<file path="src/rtl/fifo_ctrl_if.sv">
`default_nettype none
// ============================================================================
// Module      : fifo_ctrl_if
// Description : Handshake/status bundle between a fifo_ctrl pointer/flag
//               controller and its producer/consumer + register-file side.
//               The error flags (overflow/underflow) exist only when the
//               macro FIFO_ERR_FLAGS_EN is defined.
// Revision    : 1.0 - initial release
// ============================================================================
interface fifo_ctrl_if #(
    parameter int ADDR_W = 3
);
    logic              wr_req;
    logic              rd_req;
    logic              wr_en;
    logic [ADDR_W-1:0] wr_addr;
    logic [ADDR_W-1:0] rd_addr;
    logic              rd_valid;
    logic              full;
    logic              empty;
    logic              almost_full;
    logic              almost_empty;
    logic [ADDR_W:0]   count;
`ifdef FIFO_ERR_FLAGS_EN
    logic              overflow;
    logic              underflow;

    // Producer/consumer side: issues requests, observes status.
    modport master (
        output wr_req, rd_req,
        input  wr_en, wr_addr, rd_addr, rd_valid, full, empty,
               almost_full, almost_empty, count, overflow, underflow
    );

    // Controller side: consumes requests, drives strobes/addresses/status.
    modport slave (
        input  wr_req, rd_req,
        output wr_en, wr_addr, rd_addr, rd_valid, full, empty,
               almost_full, almost_empty, count, overflow, underflow
    );
`else
    // Producer/consumer side: issues requests, observes status.
    modport master (
        output wr_req, rd_req,
        input  wr_en, wr_addr, rd_addr, rd_valid, full, empty,
               almost_full, almost_empty, count
    );

    // Controller side: consumes requests, drives strobes/addresses/status.
    modport slave (
        input  wr_req, rd_req,
        output wr_en, wr_addr, rd_addr, rd_valid, full, empty,
               almost_full, almost_empty, count
    );
`endif
endinterface
`default_nettype wire

</file>
<file path="src/rtl/fifo_ctrl.sv">
`default_nettype none
// ============================================================================
// Module      : fifo_ctrl
// Description : Pointer/flag controller for a 2**ADDR_W-entry register-file
//               FIFO. Generates write strobe, write/read addresses, a 1-cycle
//               read-valid, occupancy count and full/empty/almost flags.
//               Optional sticky overflow/underflow flags are built when the
//               macro FIFO_ERR_FLAGS_EN is defined.
// Revision    : 1.0 - initial release
// ============================================================================
module fifo_ctrl #(
    parameter int ADDR_W   = 3,
    parameter int AF_LEVEL = 6,
    parameter int AE_LEVEL = 2
) (
    input  wire          clk,
    input  wire          rst,
    fifo_ctrl_if.slave   bus
);

    localparam logic [ADDR_W:0] c_one      = (ADDR_W+1)'(1);
    localparam logic [ADDR_W:0] c_af_level = (ADDR_W+1)'(AF_LEVEL);
    localparam logic [ADDR_W:0] c_ae_level = (ADDR_W+1)'(AE_LEVEL);

    // Pointers carry one extra wrap bit so full and empty are distinguishable.
    logic [ADDR_W:0] wr_ptr_q, wr_ptr_d;
    logic [ADDR_W:0] rd_ptr_q, rd_ptr_d;
    logic [ADDR_W:0] count_q,  count_d;
    logic            rd_valid_q, rd_valid_d;

    logic w_full;
    logic w_empty;
    logic w_push_ok;
    logic w_pop_ok;

    // Status decode and request qualification, all from registered state.
    always_comb begin
        w_full    = (wr_ptr_q[ADDR_W] != rd_ptr_q[ADDR_W]) &&
                    (wr_ptr_q[ADDR_W-1:0] == rd_ptr_q[ADDR_W-1:0]);
        w_empty   = (wr_ptr_q == rd_ptr_q);
        w_push_ok = bus.wr_req & ~w_full;
        w_pop_ok  = bus.rd_req & ~w_empty;
    end

    // Next-state: advance pointers on accepted ops; count tracks net change.
    always_comb begin
        wr_ptr_d   = wr_ptr_q;
        rd_ptr_d   = rd_ptr_q;
        count_d    = count_q;
        rd_valid_d = w_pop_ok;
        if (w_push_ok) begin
            wr_ptr_d = wr_ptr_q + c_one;
        end
        if (w_pop_ok) begin
            rd_ptr_d = rd_ptr_q + c_one;
        end
        case ({w_push_ok, w_pop_ok})
            2'b10:   count_d = count_q + c_one;
            2'b01:   count_d = count_q - c_one;
            default: count_d = count_q;
        endcase
    end

    // State registers; async reset restores the empty FIFO and drops rd_valid.
    always_ff @(posedge clk or posedge rst) begin
        if (rst) begin
            wr_ptr_q   <= '0;
            rd_ptr_q   <= '0;
            count_q    <= '0;
            rd_valid_q <= 1'b0;
        end else begin
            wr_ptr_q   <= wr_ptr_d;
            rd_ptr_q   <= rd_ptr_d;
            count_q    <= count_d;
            rd_valid_q <= rd_valid_d;
        end
    end

    assign bus.wr_en        = w_push_ok;
    assign bus.wr_addr      = wr_ptr_q[ADDR_W-1:0];
    assign bus.rd_addr      = rd_ptr_q[ADDR_W-1:0];
    assign bus.rd_valid     = rd_valid_q;
    assign bus.full         = w_full;
    assign bus.empty        = w_empty;
    assign bus.count        = count_q;
    assign bus.almost_full  = (count_q >= c_af_level);
    assign bus.almost_empty = (count_q <= c_ae_level);

`ifdef FIFO_ERR_FLAGS_EN
    logic overflow_q,  overflow_d;
    logic underflow_q, underflow_d;

    // Sticky error flags: set on any request that hits the wrong boundary.
    always_comb begin
        overflow_d  = overflow_q  | (bus.wr_req & w_full);
        underflow_d = underflow_q | (bus.rd_req & w_empty);
    end

    // Error flag registers, cleared only by reset.
    always_ff @(posedge clk or posedge rst) begin
        if (rst) begin
            overflow_q  <= 1'b0;
            underflow_q <= 1'b0;
        end else begin
            overflow_q  <= overflow_d;
            underflow_q <= underflow_d;
        end
    end

    assign bus.overflow  = overflow_q;
    assign bus.underflow = underflow_q;
`endif

endmodule
`default_nettype wire

</file>
<file path="src/flat_wrapper.sv">
// flat-port wrapper written by rule: the top's interface ports become plain ports
module fifo_ctrl_flat 
#(
    parameter int ADDR_W   = 3,
    parameter int AF_LEVEL = 6,
    parameter int AE_LEVEL = 2
)
  (clk, rst, bus_wr_req, bus_rd_req, bus_wr_en, bus_wr_addr, bus_rd_addr, bus_rd_valid, bus_full, bus_empty, bus_almost_full, bus_almost_empty, bus_count);
  fifo_ctrl_if #(.ADDR_W(ADDR_W)) bus_i ();
  input  wire clk;
  input  wire rst;
  input wire logic [$bits(bus_i.wr_req)-1:0] bus_wr_req;
  input wire logic [$bits(bus_i.rd_req)-1:0] bus_rd_req;
  output wire logic [$bits(bus_i.wr_en)-1:0] bus_wr_en;
  output wire logic [$bits(bus_i.wr_addr)-1:0] bus_wr_addr;
  output wire logic [$bits(bus_i.rd_addr)-1:0] bus_rd_addr;
  output wire logic [$bits(bus_i.rd_valid)-1:0] bus_rd_valid;
  output wire logic [$bits(bus_i.full)-1:0] bus_full;
  output wire logic [$bits(bus_i.empty)-1:0] bus_empty;
  output wire logic [$bits(bus_i.almost_full)-1:0] bus_almost_full;
  output wire logic [$bits(bus_i.almost_empty)-1:0] bus_almost_empty;
  output wire logic [$bits(bus_i.count)-1:0] bus_count;
  assign bus_i.wr_req = bus_wr_req;
  assign bus_i.rd_req = bus_rd_req;
  assign bus_wr_en = bus_i.wr_en;
  assign bus_wr_addr = bus_i.wr_addr;
  assign bus_rd_addr = bus_i.rd_addr;
  assign bus_rd_valid = bus_i.rd_valid;
  assign bus_full = bus_i.full;
  assign bus_empty = bus_i.empty;
  assign bus_almost_full = bus_i.almost_full;
  assign bus_almost_empty = bus_i.almost_empty;
  assign bus_count = bus_i.count;
  fifo_ctrl #(.ADDR_W(ADDR_W), .AF_LEVEL(AF_LEVEL), .AE_LEVEL(AE_LEVEL)) u_core (.clk(clk), .rst(rst), .bus(bus_i));
endmodule
</file>
<file path="config.mk">
export PLATFORM = sky130hd
export DESIGN_NAME = fifo_ctrl_flat
export DESIGN_NICKNAME = d
export VERILOG_FILES = /design/src/rtl/fifo_ctrl_if.sv /design/src/rtl/fifo_ctrl.sv /design/src/flat_wrapper.sv
export SDC_FILE = /design/constraint.sdc
export NUM_CORES = 1
export LEC_CHECK = 0
export CAP_MARGIN = 20
export CORE_UTILIZATION = 30
export DETAILED_ROUTE_END_ITERATION = 7
export PLACE_DENSITY_LB_ADDON = 0.08
export SLEW_MARGIN = 20
export SYNTH_ARGS = -nofsm -noshare
export SYNTH_HDL_FRONTEND = slang
export SYNTH_SLANG_ARGS = --single-unit
export TNS_END_PERCENT = 10
</file>
<file path="constraint.sdc">
create_clock -name clk -period 2.6 [get_ports clk]
set_input_delay 0.52 -clock clk [delete_from_list [all_inputs] [get_ports clk]]
set_output_delay 0.52 -clock clk [all_outputs]
set_load 0.03 [all_outputs]
</file>
==> flow_metrics.env <==
export IMPL_fmaxAchievable_mhz=410
export IMPL_tritoncts_clock_tree="built"
export IMPL_startpoint_type="flop"
export IMPL_grt_max_degree=14
export IMPL_ant_nets=0
export IMPL_fillCellCount=251
export IMPL_nNetsFinal=113
export IMPL_critical_path_slowest_cell="clkdlybuf4s50_1"
export IMPL_synth_area_top_cells="dfrtp_1 (39%), xnor2_1 (9.5%), ha_1 (7.5%)"
export IMPL_number_of_register_bits_inferred_by_synthesis=13
export IMPL_insertedDiodeCount=0
export IMPL_hp_class="in2async"
export IMPL_dr_pass1_iters=2
export IMPL_synth_most_common_cell="dfrtp_1"
export IMPL_yosys_cell_types_count=27
export IMPL_unrepaired_setup_endpoints_after_global_routing="false"
export IMPL_detail_route_vias_per_cell=4.52
export IMPL_grt_pass1_vias=574
export IMPL_clkSinkCount=13
export IMPL_clk_path_buf_depth=2
export IMPL_gp_congestion=0.687
export IMPL_antenna_violations_before_repair=0
export IMPL_seq_area_sq_um=325
export IMPL_cts_buffers=3
export IMPL_cts_setup_buffers=0
export IMPL_vias=597
export IMPL_setup_viol_count_final=0
export IMPL_fin_skew_ns=0.00302
export IMPL_cts_root_buf="clkbuf_4"
export IMPL_dieArea_sq_mm=0.00298
export IMPL_wirelength_microns=1550
export IMPL_final_layout_size_suffix_gt1_frac=0.137
export IMPL_critical_path_n_buffers_inverters=2
export IMPL_io_pins=20
export IMPL_drv_cap=0
export IMPL_cts_hold_fix_buffers=0
export IMPL_yosysWarningCount=0
export IMPL_timing_critical_path_to_type="output pin"
export IMPL_biggest_fanout_along_the_worst_timing_path=5
export IMPL_multi_input_area_sq_um=437
export IMPL_grt_pass1_wl_microns=2660
export IMPL_clk_pin_slew_worst_paths_ns=0.09
export IMPL_worst_pin_slew_ns=0.498
export IMPL_crit_path_cell_trace="xnor2_2, nand3_4, o21ai_4, inv_1, clkdlybuf4s50_1"
export IMPL_synthArstFlopShare=1.00
export IMPL_syn_instance_count=81
export IMPL_yosysTopAreaCellShare=0.392
export IMPL_critical_path_top_delay_family="buffers and inverters"
export IMPL_synth_area_leader_cell="dfrtp_1"
export IMPL_period_needed_ns=2.44
export IMPL_totalNegativeSetupSlack_ns=0
export IMPL_fp_row_count=18
export IMPL_outcome="completed"
export IMPL_critPathRequiredTime_ns=2.08
export IMPL_die_w_microns=54.6
export IMPL_synthesis_nets=91
export IMPL_synth_sequential_area_ratio=0.392
export IMPL_synth_flop_cell="dfrtp_1"
export IMPL_avg_synthesized_cell_area_sq_um=10.2
export IMPL_drc=0
export IMPL_timing_slew_headroom=0.668
export IMPL_grt_overflow_total=0
export IMPL_ys_top_cells_by_count="dfrtp_1 (13), inv_1 (9), xnor2_1 (9)"
export IMPL_delay_of_the_slowest_cell_on_the_worst_path_ns=0.59
export IMPL_htreeDepth=1
export IMPL_critical_path_arrival_ns=1.92
export IMPL_hold_violations=0
export IMPL_gr_usage_all_layers=0.133
export IMPL_synth_edf_count=0
export IMPL_synth_area_sq_um=830
export IMPL_dr_first_iter_drc_count=2
export IMPL_die_y_microns=54.6
export IMPL_layout_area_overhead_vs_synth_pct=30.8
export IMPL_initial_utilization=0.326
export IMPL_layout_worst_path_cycle_share=0.939
export IMPL_port_buffers=19
export IMPL_wire_per_inst_microns=11.8
export IMPL_dp_hpwl_microns=1180
export IMPL_critical_path_class="reg2out"
export IMPL_core_region_area_sq_mm=0.00254
export IMPL_latest_clock_arrival_within_the_worst_skew_pair_ns=0.28
export IMPL_drv_slew=0
-- layer usage --
layer / vias up / share of wire / global-route usage
li1: 315 / - / -
met1: 265 / 0.53 / 0.185
met2: 15 / 0.41 / 0.177
met3: 2 / 0.058 / 0.0639
met4: 0 / 0.0097 / 0.0385
met5: - / 0 / 0
-- kinds of logic (layout without fill, tap and decap cells) --
| family | Yosys count | after routing | share of synthesized area |
|---|---|---|---|
| multiplexers | 3 | 3 | 0.0437 |
| AO/OA/AOI/OAI | 13 | 13 | 0.124 |
| AND/OR/NAND/NOR | 19 | 19 | 0.125 |
| flip-flops | 13 | 13 | 0.392 |
| adder cells (fa/ha/maj) | 6 | 6 | 0.0995 |
| buffers and inverters | 16 | 37 | 0.0995 |
| XOR/XNOR | 11 | 11 | 0.116 |
-- stage by stage --
| step | instances | instance area [sq um] | util | setup slack (ns) | hold WS (ns) |
|---|---|---|---|---|---|
| final | 132 | 1080 | 0.426 | 0.158 | 0.551 |
| after global routing | 132 | 1080 | 0.426 | 0.00287 | 0.577 |
| after CTS | 132 | 1070 | 0.420 | 0.0661 | 0.551 |
| after detailed placement | 128 | 1050 | 0.411 | 0.120 | 0.539 |
| after global placement | 128 | 1050 | 0.411 | 0.163 | 0.544 |
| after floorplan | 81 | 830 | - | 0.351 | 0.397 |
-- layout make-up --
cell class | instances | share of cell area
Clock buffer | 4 | 0.0242
Sequential cell | 13 | 0.300
Timing Repair Buffer | 24 | 0.208
Inverter | 9 | 0.0311
Multi-Input combinational cell | 52 | 0.403
Tap cell | 30 | 0.0346
-- registers in the layout, summed over array words and instances, names as in the netlist --
register	count
u_core.bus.rd_valid	1
u_core.bus.count	4
u_core.wr_ptr_q	4
u_core.rd_ptr_q	4
-- timing repair --
action | 4_1_cts | 5_1_grt
setup endpoints to repair | 2 | 2
endpoints found under the hold margin | 0 | 0
gates resized for setup | 2 | 2
pin swaps | 0 | 1
-- final timing paths --
kind / depth (start not counted) / start / endpoint / slack (ns)
max in group asynchronous: 2 / rst / u_core.wr_ptr_q[1] / 1.71
worst min register to register: 1 / u_core.bus.count[0] / u_core.bus.count[0] / 0.56
worst min-delay path: 2 / rst / u_core.bus.count[0] / 0.55
worst max-delay path: 5 / u_core.wr_ptr_q[1] / bus_wr_en / 0.16
min in group clk: 1 / u_core.bus.count[0] / u_core.bus.count[0] / 0.56
worst max register to register: 10 / u_core.wr_ptr_q[1] / u_core.bus.count[3] / 0.25
-- layout by cell type, fill, tap and decap left out, types with 3 or more instances in the layout --
cell type / count
nand2_1: 6
nor2_1: 5
xnor2_1: 7
inv_1: 9
ha_1: 5
clkdlybuf4s50_1: 17
buf_4: 5
dfrtp_1: 13
o211ai_1: 4
clkbuf_4: 3
Power is left out: the tool's default activity adds up to more than one toggle a clock period on the data nets, which glitch-free logic cannot reach.
